===== src/rtl/load_store_unit.sv =====
// Byte-addressed RV32 load/store front end for a word-indexed, 1-cycle-read data memory.
// Optional range check enabled by defining LSU_BOUNDS_CHECK_EN.
module load_store_unit #(
   parameter int unsigned MEM_WORDS = 4096
) (
   input  logic        clk,
   input  logic        rst_n,
   input  logic        req_valid,
   output logic        req_ready,
   input  logic        req_we,
   input  logic [2:0]  req_funct3,
   input  logic [31:0] req_addr,
   input  logic [31:0] req_wdata,
   output logic        resp_valid,
   output logic [31:0] resp_rdata,
   output logic        resp_err,
   output logic        mem_write_en,
   output logic [31:0] mem_addr,
   output logic [31:0] mem_write_data,
   input  logic [31:0] mem_read_data
);

   typedef enum logic [2:0] {
      StIdle,
      StIssue,
      StMerge,
      StCapture,
      StResp
   } state_t;

   state_t      r_state;
   state_t      w_state_d;
   logic [31:0] r_addr;
   logic        r_we;
   logic [2:0]  r_funct3;
   logic [31:0] r_wdata;
   logic        r_resp_valid;
   logic [31:0] r_resp_rdata;
   logic        r_resp_err;

   logic        w_accept;
   logic        w_illegal;
   logic        w_misalign;
   logic        w_out_of_range;
   logic        w_req_err;
   logic [7:0]  w_byte;
   logic [15:0] w_half;
   logic [31:0] w_load_data;
   logic [31:0] w_merge_data;
   logic        w_store_word;

   assign req_ready = (r_state == StIdle);
   assign w_accept  = req_valid && req_ready;

   // Stores only support B/H/W; BU/HU and the three unused encodings are illegal.
   always_comb begin
      w_illegal = 1'b0;
      unique case (req_funct3)
         3'b000, 3'b001, 3'b010: w_illegal = 1'b0;
         3'b100, 3'b101:         w_illegal = req_we;
         default:                w_illegal = 1'b1;
      endcase
   end

   assign w_misalign = ((req_funct3[1:0] == 2'b01) && req_addr[0]) ||
                       ((req_funct3[1:0] == 2'b10) && (req_addr[1:0] != 2'b00));

`ifdef LSU_BOUNDS_CHECK_EN
   assign w_out_of_range = ({2'b00, req_addr[31:2]} >= MEM_WORDS);
`else
   logic w_unused_mem_words;
   assign w_unused_mem_words = (MEM_WORDS == 0);
   assign w_out_of_range     = 1'b0;
`endif

   assign w_req_err = w_illegal || w_misalign || w_out_of_range;

   // Little-endian lane selection of the returned word.
   always_comb begin
      w_byte = mem_read_data[7:0];
      unique case (r_addr[1:0])
         2'b00: w_byte = mem_read_data[7:0];
         2'b01: w_byte = mem_read_data[15:8];
         2'b10: w_byte = mem_read_data[23:16];
         2'b11: w_byte = mem_read_data[31:24];
         default: w_byte = mem_read_data[7:0];
      endcase
   end

   assign w_half = r_addr[1] ? mem_read_data[31:16] : mem_read_data[15:0];

   always_comb begin
      w_load_data = mem_read_data;
      unique case (r_funct3)
         3'b000: w_load_data = {{24{w_byte[7]}}, w_byte};
         3'b100: w_load_data = {24'h000000, w_byte};
         3'b001: w_load_data = {{16{w_half[15]}}, w_half};
         3'b101: w_load_data = {16'h0000, w_half};
         default: w_load_data = mem_read_data;
      endcase
   end

   // Read-modify-write: old word with the addressed lane replaced by store data.
   always_comb begin
      w_merge_data = mem_read_data;
      if (r_funct3[1:0] == 2'b00) begin
         unique case (r_addr[1:0])
            2'b00: w_merge_data[7:0]   = r_wdata[7:0];
            2'b01: w_merge_data[15:8]  = r_wdata[7:0];
            2'b10: w_merge_data[23:16] = r_wdata[7:0];
            2'b11: w_merge_data[31:24] = r_wdata[7:0];
            default: w_merge_data      = mem_read_data;
         endcase
      end else if (r_addr[1]) begin
         w_merge_data[31:16] = r_wdata[15:0];
      end else begin
         w_merge_data[15:0] = r_wdata[15:0];
      end
   end

   assign w_store_word = r_we && (r_funct3 == 3'b010);

   always_comb begin
      w_state_d = r_state;
      unique case (r_state)
         StIdle: begin
            if (w_accept) begin
               w_state_d = w_req_err ? StResp : StIssue;
            end
         end
         StIssue: begin
            if (!r_we) begin
               w_state_d = StCapture;
            end else if (w_store_word) begin
               w_state_d = StResp;
            end else begin
               w_state_d = StMerge;
            end
         end
         StMerge:   w_state_d = StResp;
         StCapture: w_state_d = StResp;
         StResp:    w_state_d = StIdle;
         default:   w_state_d = StIdle;
      endcase
   end

   // Decoded from state so the write strobe drops the instant reset asserts.
   always_comb begin
      mem_write_en   = 1'b0;
      mem_write_data = r_wdata;
      if ((r_state == StIssue) && w_store_word) begin
         mem_write_en = 1'b1;
      end else if (r_state == StMerge) begin
         mem_write_en   = 1'b1;
         mem_write_data = w_merge_data;
      end
   end

   assign mem_addr = {2'b00, r_addr[31:2]};

   always_ff @(posedge clk or negedge rst_n) begin
      if (!rst_n) begin
         r_state      <= StIdle;
         r_addr       <= 32'h0;
         r_we         <= 1'b0;
         r_funct3     <= 3'b000;
         r_wdata      <= 32'h0;
         r_resp_valid <= 1'b0;
         r_resp_rdata <= 32'h0;
         r_resp_err   <= 1'b0;
      end else begin
         r_state      <= w_state_d;
         r_resp_valid <= (w_state_d == StResp);
         if (w_accept) begin
            r_addr       <= req_addr;
            r_we         <= req_we;
            r_funct3     <= req_funct3;
            r_wdata      <= req_wdata;
            r_resp_err   <= w_req_err;
            r_resp_rdata <= 32'h0;
         end else if (r_state == StCapture) begin
            r_resp_rdata <= w_load_data;
         end
      end
   end

   assign resp_valid = r_resp_valid;
   assign resp_rdata = r_resp_rdata;
   assign resp_err   = r_resp_err;

endmodule


===== config.mk =====
export PLATFORM = sky130hd
export DESIGN_NAME = load_store_unit
export DESIGN_NICKNAME = d
export VERILOG_FILES = /design/src/rtl/load_store_unit.sv
export SDC_FILE = /design/constraint.sdc
export NUM_CORES = 1
export LEC_CHECK = 0
export ABC_AREA = 1
export CORE_ASPECT_RATIO = 0.75
export CORE_MARGIN = 5
export CORE_UTILIZATION = 41
export CTS_CLUSTER_SIZE = 16
export DETAILED_ROUTE_END_ITERATION = 10
export GPL_ROUTABILITY_DRIVEN = 0
export GPL_TIMING_DRIVEN = 0
export PLACE_DENSITY = 0.79
export SYNTH_ARGS = -nofsm -noshare
export SYNTH_HDL_FRONTEND = slang
export SYNTH_SLANG_ARGS = --single-unit

===== constraint.sdc =====
create_clock -name clk -period 1.58 [get_ports clk]
set_clock_uncertainty 0.05 [all_clocks]
set_input_delay 0.316 -clock clk [delete_from_list [all_inputs] [get_ports clk]]
set_output_delay 0.316 -clock clk [all_outputs]
set_load 0.01 [all_outputs]

==> results of run 1 <==
==> power breakdown <==
part	internal [mW]	leakage, nW	switching [mW]	total [mW]
Combinational	6.17	3.93	6.91	13.1
Sequential	3.74	1.34	0.982	4.72
Clock	1.11	0.138	1.14	2.25
==> metal layers <==
metal / up-vias / global-route usage [%]
met4: 0 / 7.76
met5: - / 0
met1: 3323 / 36.0
li1: 3134 / -
met3: 108 / 8.41
met2: 451 / 41.0
==> state kept, by name (all words and copies together) (netlist names) <==
| register | count |
|---|---|
| r_state | 3 |
| resp_err | 1 |
| r_wdata | 32 |
| r_we | 1 |
| resp_valid | 1 |
| resp_rdata | 32 |
| r_addr | 32 |
| r_funct3 | 3 |
==> what timing repair did <==
| action | 4_1_cts | 5_1_grt |
|---|---|---|
| setup buffers | 39 | 19 |
| pin swaps | 24 | 61 |
| cloned | 3 | 11 |
| gates resized for setup | 359 | 251 |
| endpoints found under the setup margin | 139 | 139 |
| hold buffers | 1 | 0 |
| hold endpoints to repair | 49 | 0 |
==> logic make-up after synthesis <==
logic type,synth area share (%)
simple gates,35.7
buf+inv,11.3
compound gates,7.65
other cells,0.0646
flops,45.2
==> cells in the mapped netlist, types with 2 or more instances <==
cell,instances
nand2_1,448
dfrtp_1,105
inv_1,49
nand3_1,49
buf_4,35
a21oi_1,31
o21ai_0,26
buf_2,19
o21ai_1,18
clkbuf_1,14
nor2_1,9
inv_2,8
o211ai_1,7
nand4_1,5
nand2_2,4
buf_6,3
nor2_2,2
==> worst max-delay path by stage <==
stage                              to  depth (start not counted)
2_1_floorplan      mem_write_data[17]                          8
3_3_place_gp   r_addr[11]$_DFFE_PN0P_                          1
3_5_place_dp       mem_write_data[20]                          9
4_1_cts             mem_write_data[7]                          8
5_1_grt             mem_write_data[8]                          9
6_report            mem_write_data[4]                          7
==> critical path, cell delays in order, from the launching register on <==
cell     delay, ps
dfrtp_1        440
inv_2          140
nand3_4        120
inv_8          120
o21ai_4        110
buf_6          160
o21ai_1        160
buf_2          170
==> per-stage QoR <==
step | instances | total power, mW | utilization (%)
floorplan | 839 | 9.45 | -
global route | 1299 | 21.1 | 73.0
global placement | 1214 | 13.3 | 58.3
finish | 1299 | 20.1 | 73.0
CTS | 1274 | 17.2 | 65.4
detailed placement | 1215 | 13.5 | 58.5
==> layout by cell type, fill, tap and decap left out, types with 3 or more instances in the layout <==
cell / n
nand2_1: 322
dfrtp_1: 103
clkdlybuf4s50_1: 101
nand2_2: 97
buf_4: 68
dlygate4sd2_1: 63
inv_1: 47
buf_6: 47
nand2_4: 30
a21oi_1: 30
nand3_1: 30
buf_2: 22
o21ai_1: 18
o21ai_2: 17
clkbuf_16: 17
buf_8: 15
nand3_2: 12
o21ai_0: 8
nand3_4: 8
o211ai_1: 7
nor2_4: 6
buf_12: 6
nand4_1: 5
nand2_8: 5
nor2_2: 4
inv_8: 4
clkbuf_1: 4
inv_2: 3
inv_6: 3
==> area by class of cell <==
type / count / area (µm²) / share of cell area (%)
repair buffers: 269 / 2650 / 26.3
flip-flops and latches: 105 / 2630 / 26.1
multi-input cells: 607 / 3330 / 33.1
inverters: 57 / 259 / 2.57
well taps: 175 / 219 / 2.17
clock buffers: 10 / 229 / 2.27
clock inverters: 6 / 61.3 / 0.609
plain buffers: 70 / 693 / 6.88
==> key figures, run 1 <==
Final layout
  • Share of cells above drive strength 1: around a third
  • Fill count: 979
  • Number of diodes: 0
  • Syn-to-layout area delta: 73.4%
  • Nets: around 1200
  • Final instance area: roughly 0.010 mm²

Worst setup path
  • Reg2Reg Depth: 12
  • Critical Path AT: 1790 ps
  • Critical path launch point type: flip-flop
  • CP required: about 1200 ps
  • Crit path kind: flip-flop to output pin
  • Worst R2R Start: r_state[1]$_DFF_PN0_
  • Endpoint type of the worst setup path: output pin
  • Worst reg2reg setup slack: -190 ps
  • Worst r2r dst: r_wdata[1]$_DFFE_PN0P_
  • CP startpoint: r_state[0]$_DFF_PN0_
  • Maximum net fanout on the critical path: 8

Run status
  • Failing checks: negative setup slack
  • Outcome: finished with violations

Synth
  • Ranking of synthesized cells by area: dfrtp_1, nand2_1, buf_4
  • Sequential area share after synthesis: 45.2%
  • Syn_area_per_cell: approximately 7 µm²
  • Netlist Area Pre-Place: just under 0.006 mm²
  • Syn. warnings: 0
  • Post-synth EDFFs: 0
  • Cell count after synthesis: about 840
  • Share of synthesized flip-flops with an asynchronous set or reset: 100%
  • Synth cell types: 23
  • Post-synth top area share: 45.2%
  • Post-synth top area cell: dfrtp_1
  • Top_reg_cell synth: dfrtp_1
  • Post-synthesis register bit count: roughly 110

Worst hold path
  • Hold Path Class: flip-flop to flip-flop
  • WHS Path Cells: 2
  • Hold EP: resp_rdata[11]$_DFFE_PN0P_
  • Worst Min Path Start: resp_rdata[11]$_DFFE_PN0P_

Clocking
  • Clk_lat worst skew: 360 ps
  • Clock root buffer: clkbuf_16
  • H-tree depth: 3
  • Reg clk slew, reported paths: around 80 ps
  • CTS tree: done
  • Bufs on Longest Clock Path: 2
  • Clock Sinks: around 110
  • Total CTS buffers: 9

Floorplanning
  • Starting Density: 42.1%
  • Row cnt: 37
  • Die Span X: 147 µm
  • Number of top-level pins: around 200
  • Die area: approximately 0.017 mm²
  • DIE HEIGHT: between 100 and 150 µm
  • Core area: between 0.01 and 0.015 mm²

Flow run
  • Max-capacitance violation count: 0

Power
  • Leak: roughly 5.4 nW
  • PD cells: between 1500 and 2000 mW/mm²
  • Worst vdd ir: approximately 0.0012 V

Routing
  • Via Count: 7016
  • Remaining DRCs: 0
  • Pre-antenna DRT Iters: 6
  • Initial DRC Count: 692
  • WL met3: ~2700 µm
  • DRT antenna net count: 0
  • WL/cell: 19.2 µm
  • Uppermost layer routed: met4
  • Vias/cell: around 5.4
  • Met1 WL: 9780 µm
  • WL met2: about 12000 µm
  • Final WL: between 20000 and 25000 µm

Placed design
  • Placement Setup Slack: -819 ps
  • I/O Buffers: 200
  • Dpl cell area: 0.00807 mm²
  • Hpwl dp: 16000 µm

GRT
  • Global Route Usage Sum: between 20% and 30%
  • GRT Residual Overflow: 0
  • First-pass GRT wire length: ~35000 µm
  • Pin count of the biggest net entering global routing: 57
  • Initial antenna violation count: 0
  • Vias in the first global route: 6497

STA
  • Setup ws final: -581 ps
  • Worst-Margin Slew: approximately 700 ps
  • Total negative setup slack: -29470 ps
  • RSZ-0062 raised after global routing: yes
  • Min Tclk post-route: ~2200 ps
  • Fin. Hold Viols: 0
  • Slew Limit Fails: 0
  • Slew HR: ~54%
  • Upper clock frequency limit: between 400 and 500 MHz
  • Final setup violation count: about 140
  • Hold WS: roughly 430 ps
  • Final period util: 137%
Power figures use the tool's default switching activity.
==> inputs of run 2 (changes only) <==
--- a/config.mk
+++ b/config.mk
@@ -12,5 +12,4 @@
 export CTS_CLUSTER_SIZE = 16
 export DETAILED_ROUTE_END_ITERATION = 10
-export GPL_ROUTABILITY_DRIVEN = 0
 export GPL_TIMING_DRIVEN = 0
 export PLACE_DENSITY = 0.79
@@ -18,2 +17,3 @@
 export SYNTH_HDL_FRONTEND = slang
 export SYNTH_SLANG_ARGS = --single-unit
+export TNS_END_PERCENT = 5
==> constraint.sdc (replaced) <==
create_clock -name clk -period 1.58 [get_ports clk]
set_clock_uncertainty 0.05 [all_clocks]
set_input_delay 0.395 -clock clk [delete_from_list [all_inputs] [get_ports clk]]
set_output_delay 0.395 -clock clk [all_outputs]
set_load 0.01 [all_outputs]
==> run 2 against run 1 <==
Against the previous run: the flow finishes with violations (negative hold slack, negative setup slack); wire length decreased by 13%; flip-flop and latch count stayed put; clock power increased by 8%; first-iteration DRC count fell by 25%; core utilization decreased by 8.2 points; total power shrank 13%; final cell count decreased by 3.1%; worst setup slack lost 26 ps; register-to-register slack got worse by 60 ps; critical path type unchanged; largest cell class is now multi-input combinational cells; highest routed layer unchanged.
==> key figures, run 2 (synthesis results as in run 1) <==
Run status
  • Outcome: finished with violations
  • Failing checks: negative hold slack, negative setup slack

Routing
  • WL met2: ~9400 µm
  • Final WL: between 20000 and 25000 µm
  • Vias/cell: 5.15
  • Remaining DRCs: 0
  • WL/cell: 17.2 µm
  • Via Count: around 6500
  • Uppermost layer routed: met4
  • DRT antenna net count: 0
  • WL met3: 2590 µm
  • Initial DRC Count: 519
  • Met1 WL: a little over 9000 µm
  • Pre-antenna DRT Iters: 5

Worst hold path
  • Hold Path Class: input pin to async pin

GRT
  • First-pass GRT wire length: 33600 µm
  • Vias in the first global route: 6178
  • Initial antenna violation count: 0
  • Pin count of the biggest net entering global routing: just over 60
  • GRT Residual Overflow: 0
  • Global Route Usage Sum: between 20 and 30%

Clocking
  • Total CTS buffers: 9
  • Clock Sinks: between 100 and 150
  • Reg clk slew, reported paths: ~80 ps
  • Bufs on Longest Clock Path: 2
  • H-tree depth: 3
  • Clk_lat worst skew: 360 ps
  • CTS tree: done
  • Clock root buffer: clkbuf_16

Power
  • Clock share of power: approximately 14%
  • Comb power frac: between 50 and 60%
  • Internal cell power: about 9.6 mW
  • Sw Ratio: 44.7%
  • Worst vdd ir: between 0.001 and 0.0015 V
  • PD cells: about 1900 mW/mm²
  • Leak: slightly below 5 nW
  • Sequential share of power: 26.5%
  • PnR Total Power: around 17 mW
  • Net Switching: 7.75 mW

Worst setup path
  • WP buf/inv: 2
  • Crit path kind: flip-flop to output pin
  • Delay-heaviest family, CP: flip-flops
  • CP max-delay cell: dfrtp_2
  • CP required: between 1000 and 1500 ps
  • Maximum net fanout on the critical path: 6
  • Worst path cell trace: nand2_4 -> nor2_4 -> o21ai_4 -> buf_6 -> nand2_2 -> o21ai_2 -> buf_2
  • CP max stage delay: about 500 ps
  • Endpoint type of the worst setup path: output pin
  • Critical Path AT: between 1500 and 2000 ps
  • Critical path launch point type: flip-flop

STA
  • Setup ws final: -607 ps
  • Upper clock frequency limit: approximately 460 MHz
  • RSZ-0062 raised after global routing: yes
  • Worst-Margin Slew: ~630 ps
  • Total negative setup slack: -21880 ps
  • Fin. Hold Viols: 4
  • Hold WS: -11.5 ps
  • Final setup violation count: 60
  • Slew Limit Fails: 0
  • Min Tclk post-route: around 2200 ps
  • Slew HR: 58.2%
  • Final period util: 138%

Placed design
  • Routability congestion estimate: roughly 0.96
  • Hpwl dp: 16100 µm
  • I/O Buffers: 200

Flow run
  • Max-capacitance violation count: 0

Floorplanning
  • Number of top-level pins: between 200 and 250
  • DIE HEIGHT: ~110 µm
  • Core area: approximately 0.014 mm²
  • Die area: between 0.015 and 0.02 mm²
  • Starting Density: 42.1%
  • Die Span X: ~150 µm
  • Row cnt: 37

Final layout
  • Most frequent cells in the layout: nand2_1, dfrtp_1, clkdlybuf4s50_1
  • Nets: 1182
  • Most common cell after layout, fill and taps aside: nand2_1
  • Syn-to-layout area delta: 54.0%
  • Share of cells above drive strength 1: roughly 24%
  • Number of diodes: 0
==> run 2: stage by stage <==
stage	worst slack, ps	instance area (µm²)	util [%]	std cells
floorplan	-40.2	5850	-	839
global placement	-4320	8070	58.5	1214
detailed placement	-918	8100	58.7	1215
CTS	-568	8810	63.9	1255
global route	-672	8940	64.8	1259
finish	-607	8940	64.8	1259
==> run 2: worst paths after layout <==
check                                      startpoint                          to  slack (ps)  depth (start not counted)
max in group asynchronous                       rst_n        r_state[1]$_DFF_PN0_         770                          2
max                             r_addr[0]$_DFFE_PN0P_           mem_write_data[4]        -610                          7
min in group clk           resp_rdata[27]$_DFFE_PN0P_  resp_rdata[27]$_DFFE_PN0P_         430                          2
min                                             rst_n  resp_rdata[19]$_DFFE_PN0P_         -10                          1
max reg2reg                     r_addr[1]$_DFFE_PN0P_  resp_rdata[30]$_DFFE_PN0P_        -250                         11
min reg2reg                resp_rdata[27]$_DFFE_PN0P_  resp_rdata[27]$_DFFE_PN0P_         430                          2
==> run 2: power groups by stage <==
stage	Sequential (mW)	Clock (mW)	Combinational, mW
final	4.59	2.43	10.3
after global routing	4.70	2.56	11.3
after CTS	4.55	2.45	9.98
after detailed placement	4.55	0	9.08
after global placement	4.53	0	8.98
after floorplan	4.38	0	5.15
==> run 2: cell type report <==
cell class / instances / area (µm²)
sequential: 105 / 2630
inverter: 57 / 234
multi-input combinational: 606 / 2890
timing repair buffer: 229 / 2100
tap: 175 / 219
clock inverter: 7 / 93.8
clock buffer: 9 / 225
fill: 1237 / 4850
buffer: 71 / 551
==> run 2: routing by layer <==
layer  vias to the layer above  global-route usage, %
li1                       3047                      -
met1                      3015                   35.9
met2                       382                   38.6
met3                        40                   8.09
met4                         0                   6.77
met5                         -                      0
==> run 2: repair_timing <==
item                       in CTS  in global routing
setup buffers                  23                  4
hold buffers                    0                  0
pin swaps                      18                 11
cloned                          1                  0
setup endpoints to repair     159                108
resized for setup             322                 34
hold endpoints to repair        0                  0
==> patch: new RTL, settings of run 1 <==
Build with the macro `LSU_BOUNDS_CHECK_EN` defined.
--- a/src/rtl/load_store_unit.sv
+++ b/src/rtl/load_store_unit.sv
@@ -1,5 +1,7 @@
 // Byte-addressed RV32 load/store front end for a word-indexed, 1-cycle-read data memory.
 // Optional range check enabled by defining LSU_BOUNDS_CHECK_EN.
+`define LSU_BOUNDS_CHECK_EN
+
 module load_store_unit #(
    parameter int unsigned MEM_WORDS = 4096
 ) (
Formal check against the unedited RTL: not equivalent (a bounded check fails within 4 cycles, from zero or initial values and one cycle with rst_n low).
==> patch against run 1 <==
Setup slack worse by 0.17 ns. Final cell count shrank 4.6%. Worst hold slack lost 0.0014 ns. Fmax decreased by 7.3%. Wire length shrank 1.8%. Largest cell class is now multi-input gates. Register-to-register slack better by 0.06 ns. Synthesized cell count is 6.0% lower. Die area shrank 0.99%. The run still ends with negative setup slack left. Core utilization is 0.21 points higher. Sequential cell count did not move. Area after synthesis down 1.1%. Final area about the same.
Power is not compared: it rests on default switching activity, and its combinational part moved more than twofold at a synthesized area within 25%.
==> patch: results (changes against run 1) <==
| Metric | Value |
|---|---|
| Drt via density | 5.51 (+2.0%) |
| Final setup vio count | 77 (-44%) |
| Layout cells sized above 1 | 37.3% (+3.6 points) |
| Synth top cells by count | nand2_1, dfrtp_1, o21ai_0 |
| Largest stage delay on the critical path | 0.46 ns (+0.02 ns) |
| Final setup TNS | -24.15 ns (+5.32 ns) |
| Failing checks | negative setup slack |
| Cells after Synth | 788 (-6.0%) |
| DPL Wire Length | 15,500 um (-2.6%) |
| Routed via count | 6,823 (-2.8%) |
| First-pass GRT wire length | 33,700 um (-3.7%) |
| Final WL | 24,500 um (-1.8%) |
| DRT met1 WL | 9510 um (-2.8%) |
| Grt met3 use | 6.34% (-2.1 points) |
| Rel. slew slack | 60.9% (+6.7 points) |
| Initial DRC count | 1,018 (+47%) |
| Global Route Usage Sum | 25.8% (-0.73 points) |
| Worst setup margin | -0.750 ns (-0.169 ns) |
| Status | complete, but fails checks |
| Met1 usage | 36.3% (+0.23 points) |
| Post-place setup slack | -0.827 ns (-0.00835 ns) |
| Fraction of the mapped netlist area in compound gates | 14.2% (+6.6 points) |
| Placed instance area | 8110 um2 (+0.51%) |
| Vias in the first global route | 6,231 (-4.1%) |
| M2 GR Usage | 39.0% (-2.0 points) |
| NumNets Final | 1,162 (-4.9%) |
| Largest net degree at the start of global routing | 64 (+12%) |
| Synth area leaders | dfrtp_1, nand2_1, o21ai_0 |
patch: changes by cell type after synthesis, sizes merged, moves of 3 or more:
cell	run 1	this run
a21oi	31	44
buf	57	54
inv	57	63
nand2	453	345
nand3	50	18
nor2	12	35
o211ai	7	16
o21ai	45	72
o22a	0	6
o22ai	0	8
patch: final cells by class:
type / instances / area [um2]
buffer: 67 / 629
clock inverter: 7 / 109
sequential: 105 / 2630
inverter: 63 / 269
fill: 940 / 3680
clock buffer: 9 / 225
tap: 175 / 219
timing repair buffer: 260 / 2570
multi-input combinational: 553 / 3420
patch: kinds of logic after synthesis:
family / after synthesis
buf+inv: 132
simple gates: 404
compound gates: 146
flops: 105
other cells: 1
patch: timing repair:
| action | in CTS | in global routing |
|---|---|---|
| pin swaps | 30 | 82 |
| resized for setup | 338 | 282 |
| buffers inserted | 37 | 13 |
| cloned | 6 | 6 |
| hold endpoints to repair | 42 | 0 |
| setup endpoints to repair | 184 | 138 |
| hold buffers | 1 | 0 |
patch: worst paths after layout:
path,endpoint,slack (ns),cells past startpoint,from
max,mem_write_data[29],-0.75,7,r_addr[1]$_DFFE_PN0P_
min,r_addr[3]$_DFFE_PN0P_,0.43,2,r_addr[3]$_DFFE_PN0P_
max reg2reg,resp_rdata[2]$_DFFE_PN0P_,-0.13,10,r_funct3[0]$_DFFE_PN0P_
min reg2reg,r_addr[3]$_DFFE_PN0P_,0.43,2,r_addr[3]$_DFFE_PN0P_
max in group asynchronous,r_wdata[22]$_DFFE_PN0P_,0.32,3,rst_n
min in group asynchronous,resp_rdata[2]$_DFFE_PN0P_,0.46,2,rst_n
patch: report_power, final:
part / total (mW) / switching (mW) / internal (mW)
clock: 2.56 / 1.13 / 1.43
sequential: 3.16 / 0.238 / 2.92
combinational: 3.17 / 1.66 / 1.51
total: 8.89 / 3.03 / 5.86
